==> src/rtl/pe_sched_pkg.sv <==
// Shared widths, fixed-point scaling and FSM state encoding for the pe_sched window scheduler.
package pe_sched_pkg;

  localparam int BIT_W    = 8;
  localparam int WIN_W    = 144;
  localparam int RES_W    = 16;
  localparam int PROD_LSB = 4;
  localparam int N_TAPS   = WIN_W / BIT_W;

  typedef enum logic [2:0] {
    S_IDLE,
    S_REQ,
    S_CALC,
    S_OUT,
    S_DONE
  } state_t;

endpackage

==> src/rtl/pe_sched_pe.sv <==
// Combinational 18-tap signed MAC: Q4.4 x Q4.4 products rescaled to Q4.4, summed, and rescaled again.
module pe
  import pe_sched_pkg::*;
(
  input  logic [WIN_W-1:0] win,
  input  logic [WIN_W-1:0] kern,
  output logic [RES_W-1:0] res
);

  logic signed [BIT_W-1:0]   a;
  logic signed [BIT_W-1:0]   b;
  logic signed [2*BIT_W-1:0] prod;
  logic signed [RES_W-1:0]   acc;

  // The accumulated sum goes through the same [11:4] window as each product before sign extension.
  always_comb begin
    a    = '0;
    b    = '0;
    prod = '0;
    acc  = '0;
    for (int k = 0; k < N_TAPS; k++) begin
      a    = win[k*BIT_W +: BIT_W];
      b    = kern[k*BIT_W +: BIT_W];
      prod = (2*BIT_W)'(a) * (2*BIT_W)'(b);
      acc  = acc + RES_W'(signed'(BIT_W'(prod >>> PROD_LSB)));
    end
    res = RES_W'(signed'(BIT_W'(acc >>> PROD_LSB)));
  end

endmodule

==> src/rtl/pe_sched.sv <==
// Raster-order 3x3x2 window scheduler feeding one PE; optional ReLU clamp via PE_SCHED_RELU_EN.
//
// state  | meaning
// IDLE   | waiting for i_start; kernel latched on accept
// REQ    | o_win_req high for current row/col until i_win_vld
// CALC   | PE result registered into o_res_data
// OUT    | o_res_vld high until i_res_rdy; then advance col/row
// DONE   | one-cycle o_done pulse, back to IDLE
module pe_sched
  import pe_sched_pkg::*;
#(
  parameter int IMG_W = 8,
  parameter int IMG_H = 8
) (
  input  logic             i_clk,
  input  logic             i_rst,
  input  logic             i_start,
  input  logic [WIN_W-1:0] i_kernal,
  output logic             o_busy,
  output logic             o_done,
  output logic             o_win_req,
  output logic [7:0]       o_win_row,
  output logic [7:0]       o_win_col,
  input  logic             i_win_vld,
  input  logic [WIN_W-1:0] i_win_data,
  output logic             o_res_vld,
  input  logic             i_res_rdy,
  output logic [RES_W-1:0] o_res_data
);

  localparam logic [7:0] COL_LAST = 8'(IMG_W - 3);
  localparam logic [7:0] ROW_LAST = 8'(IMG_H - 3);

  state_t           state;
  logic [WIN_W-1:0] kern_q;
  logic [WIN_W-1:0] win_q;
  logic [7:0]       row_q;
  logic [7:0]       col_q;
  logic [RES_W-1:0] pe_res;
  logic [RES_W-1:0] res_out;

  pe u_pe (
    .win  (win_q),
    .kern (kern_q),
    .res  (pe_res)
  );

`ifdef PE_SCHED_RELU_EN
  assign res_out = pe_res[RES_W-1] ? '0 : pe_res;
`else
  assign res_out = pe_res;
`endif

  assign o_win_row = row_q;
  assign o_win_col = col_q;

  always_ff @(posedge i_clk) begin
    if (i_rst) begin
      state      <= S_IDLE;
      kern_q     <= '0;
      win_q      <= '0;
      row_q      <= '0;
      col_q      <= '0;
      o_busy     <= 1'b0;
      o_done     <= 1'b0;
      o_win_req  <= 1'b0;
      o_res_vld  <= 1'b0;
      o_res_data <= '0;
    end else begin
      o_done <= 1'b0;
      unique case (state)
        S_IDLE: begin
          if (i_start) begin
            kern_q    <= i_kernal;
            row_q     <= '0;
            col_q     <= '0;
            o_busy    <= 1'b1;
            o_win_req <= 1'b1;
            state     <= S_REQ;
          end
        end
        S_REQ: begin
          if (i_win_vld) begin
            win_q     <= i_win_data;
            o_win_req <= 1'b0;
            state     <= S_CALC;
          end
        end
        S_CALC: begin
          o_res_data <= res_out;
          o_res_vld  <= 1'b1;
          state      <= S_OUT;
        end
        S_OUT: begin
          if (i_res_rdy) begin
            o_res_vld <= 1'b0;
            if (col_q == COL_LAST) begin
              col_q <= '0;
              if (row_q == ROW_LAST) begin
                row_q  <= '0;
                o_done <= 1'b1;
                state  <= S_DONE;
              end else begin
                row_q     <= row_q + 8'd1;
                o_win_req <= 1'b1;
                state     <= S_REQ;
              end
            end else begin
              col_q     <= col_q + 8'd1;
              o_win_req <= 1'b1;
              state     <= S_REQ;
            end
          end
        end
        S_DONE: begin
          o_busy <= 1'b0;
          state  <= S_IDLE;
        end
        default: state <= S_IDLE;
      endcase
    end
  end

endmodule

==> config.mk <==
export PLATFORM = sky130hd
export DESIGN_NAME = pe_sched
export DESIGN_NICKNAME = d
export VERILOG_FILES = /design/src/rtl/pe_sched_pkg.sv /design/src/rtl/pe_sched_pe.sv /design/src/rtl/pe_sched.sv
export SDC_FILE = /design/constraint.sdc
export NUM_CORES = 2
export LEC_CHECK = 0
export CAP_MARGIN = 10
export CORE_MARGIN = 3
export CORE_UTILIZATION = 42
export CTS_CLUSTER_DIAMETER = 60
export CTS_CLUSTER_SIZE = 40
export DETAILED_ROUTE_END_ITERATION = 10
export GPL_TIMING_DRIVEN = 0
export SLEW_MARGIN = 20
export SYNTH_ARGS = -nofsm -noshare
export SYNTH_HDL_FRONTEND = slang
export SYNTH_SLANG_ARGS = --single-unit
export TNS_END_PERCENT = 20
==> constraint.sdc <==
create_clock -name i_clk -period 14.3 [get_ports i_clk]
set_input_delay 2.145 -clock i_clk [delete_from_list [all_inputs] [get_ports i_clk]]
set_output_delay 2.145 -clock i_clk [all_outputs]
set_load 0.05 [all_outputs]
==> impl_metrics.py <==
metrics = {
    "grt": {
        "grt_usage": 0.2186,
        "grt_pass1_vias": 37028,
        "grt_antenna_before_repair": 12,
        "grt_pass1_wl_mm": 200.7,
        "grt.overflow.total": 0,
        "grt_max_degree": 19,
    },
    "critical_path": {
        "crit_required_ns": 14.81,
        "path_class": "reg -> reg",
        "critPathTopFamily": "adder cells",
        "cp-end-kind": "flip-flop",
        "critPathSlowestCell": "dfxtp_1",
        "cpPeakStageDelay_ns": 0.69,
        "critPathBufInv": 7,
        "start_kind": "flip-flop",
        "cp.arrival_ns": 11.58,
        "crit_top_cell": "fa_1",
        "crit_fanout": 8,
    },
    "clocking": {
        "clkLatencyLatePin_ns": 0.61,
        "path_clk_slew_ns": 0.07,
        "tritoncts": "built",
        "cts_buffer_depth": 3,
        "post_cts_buffers": 0,
        "htree_levels": 2,
        "cts-root-buf": "clkbuf_16",
        "holdBufCountCts": 0,
        "ctsResizeCount": 0,
        "cts_made_buffers": 42,
        "clkSinkCount": 319,
    },
    "finish": {
        "fin_nets": 7250,
        "drive_gt1_frac": 0.02340,
        "syn_to_final_growth_pct": 14.49,
    },
    "detailed_routing": {
        "drc": 0,
        "wl_per_cell_um": 16.98,
        "via_per_inst": 4.793,
        "vias": 34802,
        "wirelength_mm": 123.3,
        "ant_nets": 0,
        "drt-pass1-iter-count": 5,
        "initialDrtViolationCount": 1541,
    },
    "sta": {
        "setup_tns_ns": 0,
        "layout_min_cycle_time_ns": 11.07,
        "setup_violations": 0,
        "whs_ns": 0.4719,
        "timing.fmax_mhz": 90.31,
        "rsz0062_at_grt": "false",
        "drv_slew": 0,
        "tightest_slew_ns": 1.238,
        "finalHoldViolations": 0,
        "skew_ns": 0.02286,
        "relSlewSlack": 0.1747,
        "min_period_over_period": 0.7743,
    },
    "floorplan": {
        "fp.dieH_um": 340.8,
        "start_util": 0.4242,
        "ioPinCount": 329,
        "core_area_um2": 111000,
        "die-area_um2": 116100,
        "die_x_um": 340.8,
        "num_rows": 122,
    },
    "yosys": {
        "synth_fp_nets": 6874,
        "syn_avg_cell_area_um2": 8.784,
        "yosys_warnings": 0,
        "ys_seq_area_frac": 0.1356,
        "synth_area_um2": 47080,
        "synth.most_common_cell": "inv_1",
        "synthTopCellsByCount": "1001 x inv_1, 819 x nand2_1, 780 x fa_1",
        "ys_ff_latch": 319,
        "synth_top_cell_by_area": "fa_1",
        "ys.flop_type": "dfxtp_1",
        "ys_types": 48,
        "synth_edf_count": 0,
        "synth_top_area_share": 0.3317,
        "synth_area_leaders": "fa_1 33%, dfxtp_1 14%, ha_1 12%",
        "synthArstFlopShare": 0,
        "syn_inst": 5360,
    },
    "placed_design": {
        "post-dp-hpwl_mm": 104.4,
        "portBuffers": 327,
        "routabilityCongestion": 0.8506,
    },
    "min_path": {
        "hp-class": "reg -> reg",
    },
    "power": {
        "peakVddDrop_v": 0.0003885,
        "power.leakage_uw": 0.02390,
        "power_density_nw_per_um2": 104.5,
    },
    "outcome": {
        "outcome": "finished clean",
    },
    "job": {
        "cap_viol_max_count": 0,
    },
}
==> worst register-to-register path, delay by kind of cell (launching register included) <==
kind | cells | cell delay (ns)
fa+ha+maj | 15 | 6.86
compound gates | 6 | 1.59
simple gates | 4 | 0.95
flops | 1 | 0.69
xor+xnor | 3 | 0.55
buf+inv | 7 | 0.36
==> metal layers <==
metal  routed length [um]  part of all wire  vias to the layer above  track usage
met3                 5407             0.044                      125      0.02900
met1                56370              0.46                    17191       0.2981
met2                58470              0.47                      579       0.3679
li1                     -                 -                    16907            -
met4                 3010             0.024                        0      0.05402
met5                    0                 0                        -            0
==> sequential cells by signal, summed over array words and instances, names as in the netlist <==
name / cells
kern_q: 144
o_win_row: 8
o_busy: 1
win_q: 144
o_win_col: 8
state: 3
o_done: 1
o_win_req: 1
o_res_vld: 1
o_res_data: 8
==> final cells by class <==
class | instances | area, um2
Clock inverter | 31 | 434.2
Clock buffer | 46 | 1097
Antenna cell | 4 | 10.01
Timing Repair Buffer | 332 | 3391
Inverter | 1001 | 3757
Tap cell | 1488 | 1862
Multi-Input combinational cell | 3869 | 36200
Buffer | 171 | 764.5
Sequential cell | 319 | 6386
Fill cell | 10735 | 57070
==> logic make-up after synthesis <==
family	count (synthesis)	share of synthesized area
fa+ha+maj	1221	0.4489
compound gates	487	0.06027
simple gates	1778	0.1880
xor+xnor	383	0.07125
buf+inv	1172	0.09597
flops	319	0.1356
==> final timing paths <==
check                          from                         end  slack [ns]  depth (start not counted)
max reg2reg  kern_q[0]$_SDFFE_PP0P_  o_res_data[7]$_SDFFE_PP0P_        3.23                         35
min             o_busy$_SDFFE_PP0P_         o_busy$_SDFFE_PP0P_        0.47                          2
max          kern_q[0]$_SDFFE_PP0P_  o_res_data[7]$_SDFFE_PP0P_        3.23                         35
min reg2reg     o_busy$_SDFFE_PP0P_         o_busy$_SDFFE_PP0P_        0.47                          2
==> cells in the final DEF, fill, tap and decap left out, drive strengths merged, types with 89 or more instances in the layout <==
cell,Yosys,layout
dfxtp,319,319
clkbuf,121,167
nand2,819,819
fa,780,780
xor2,89,89
a21oi,353,353
xnor2,294,294
ha,441,441
clkdlybuf4s50,0,327
inv,1001,1009
and2,659,659
==> report_power, final <==
group	switching [uW]	internal, uW	total, uW
Sequential	101	949	1050
Combinational	1890	1530	3430
Clock	512	644	1160
Total	2500	3130	5630
==> stage by stage <==
| step | power (uW) | util | instance area (um2) | setup slack (ns) | cells |
|---|---|---|---|---|---|
| detailed placement | 4496 | 0.4718 | 52360 | 3.208 | 7180 |
| global route | 6176 | 0.4856 | 53890 | 2.730 | 7257 |
| floorplan | 3630 | - | 47080 | 4.096 | 5360 |
| finish | 5632 | 0.4857 | 53900 | 3.228 | 7261 |
| global placement | 4389 | 0.4705 | 52220 | 3.281 | 7175 |
| CTS | 5688 | 0.4856 | 53890 | 3.171 | 7257 |
(Power assumes the default switching activity.)
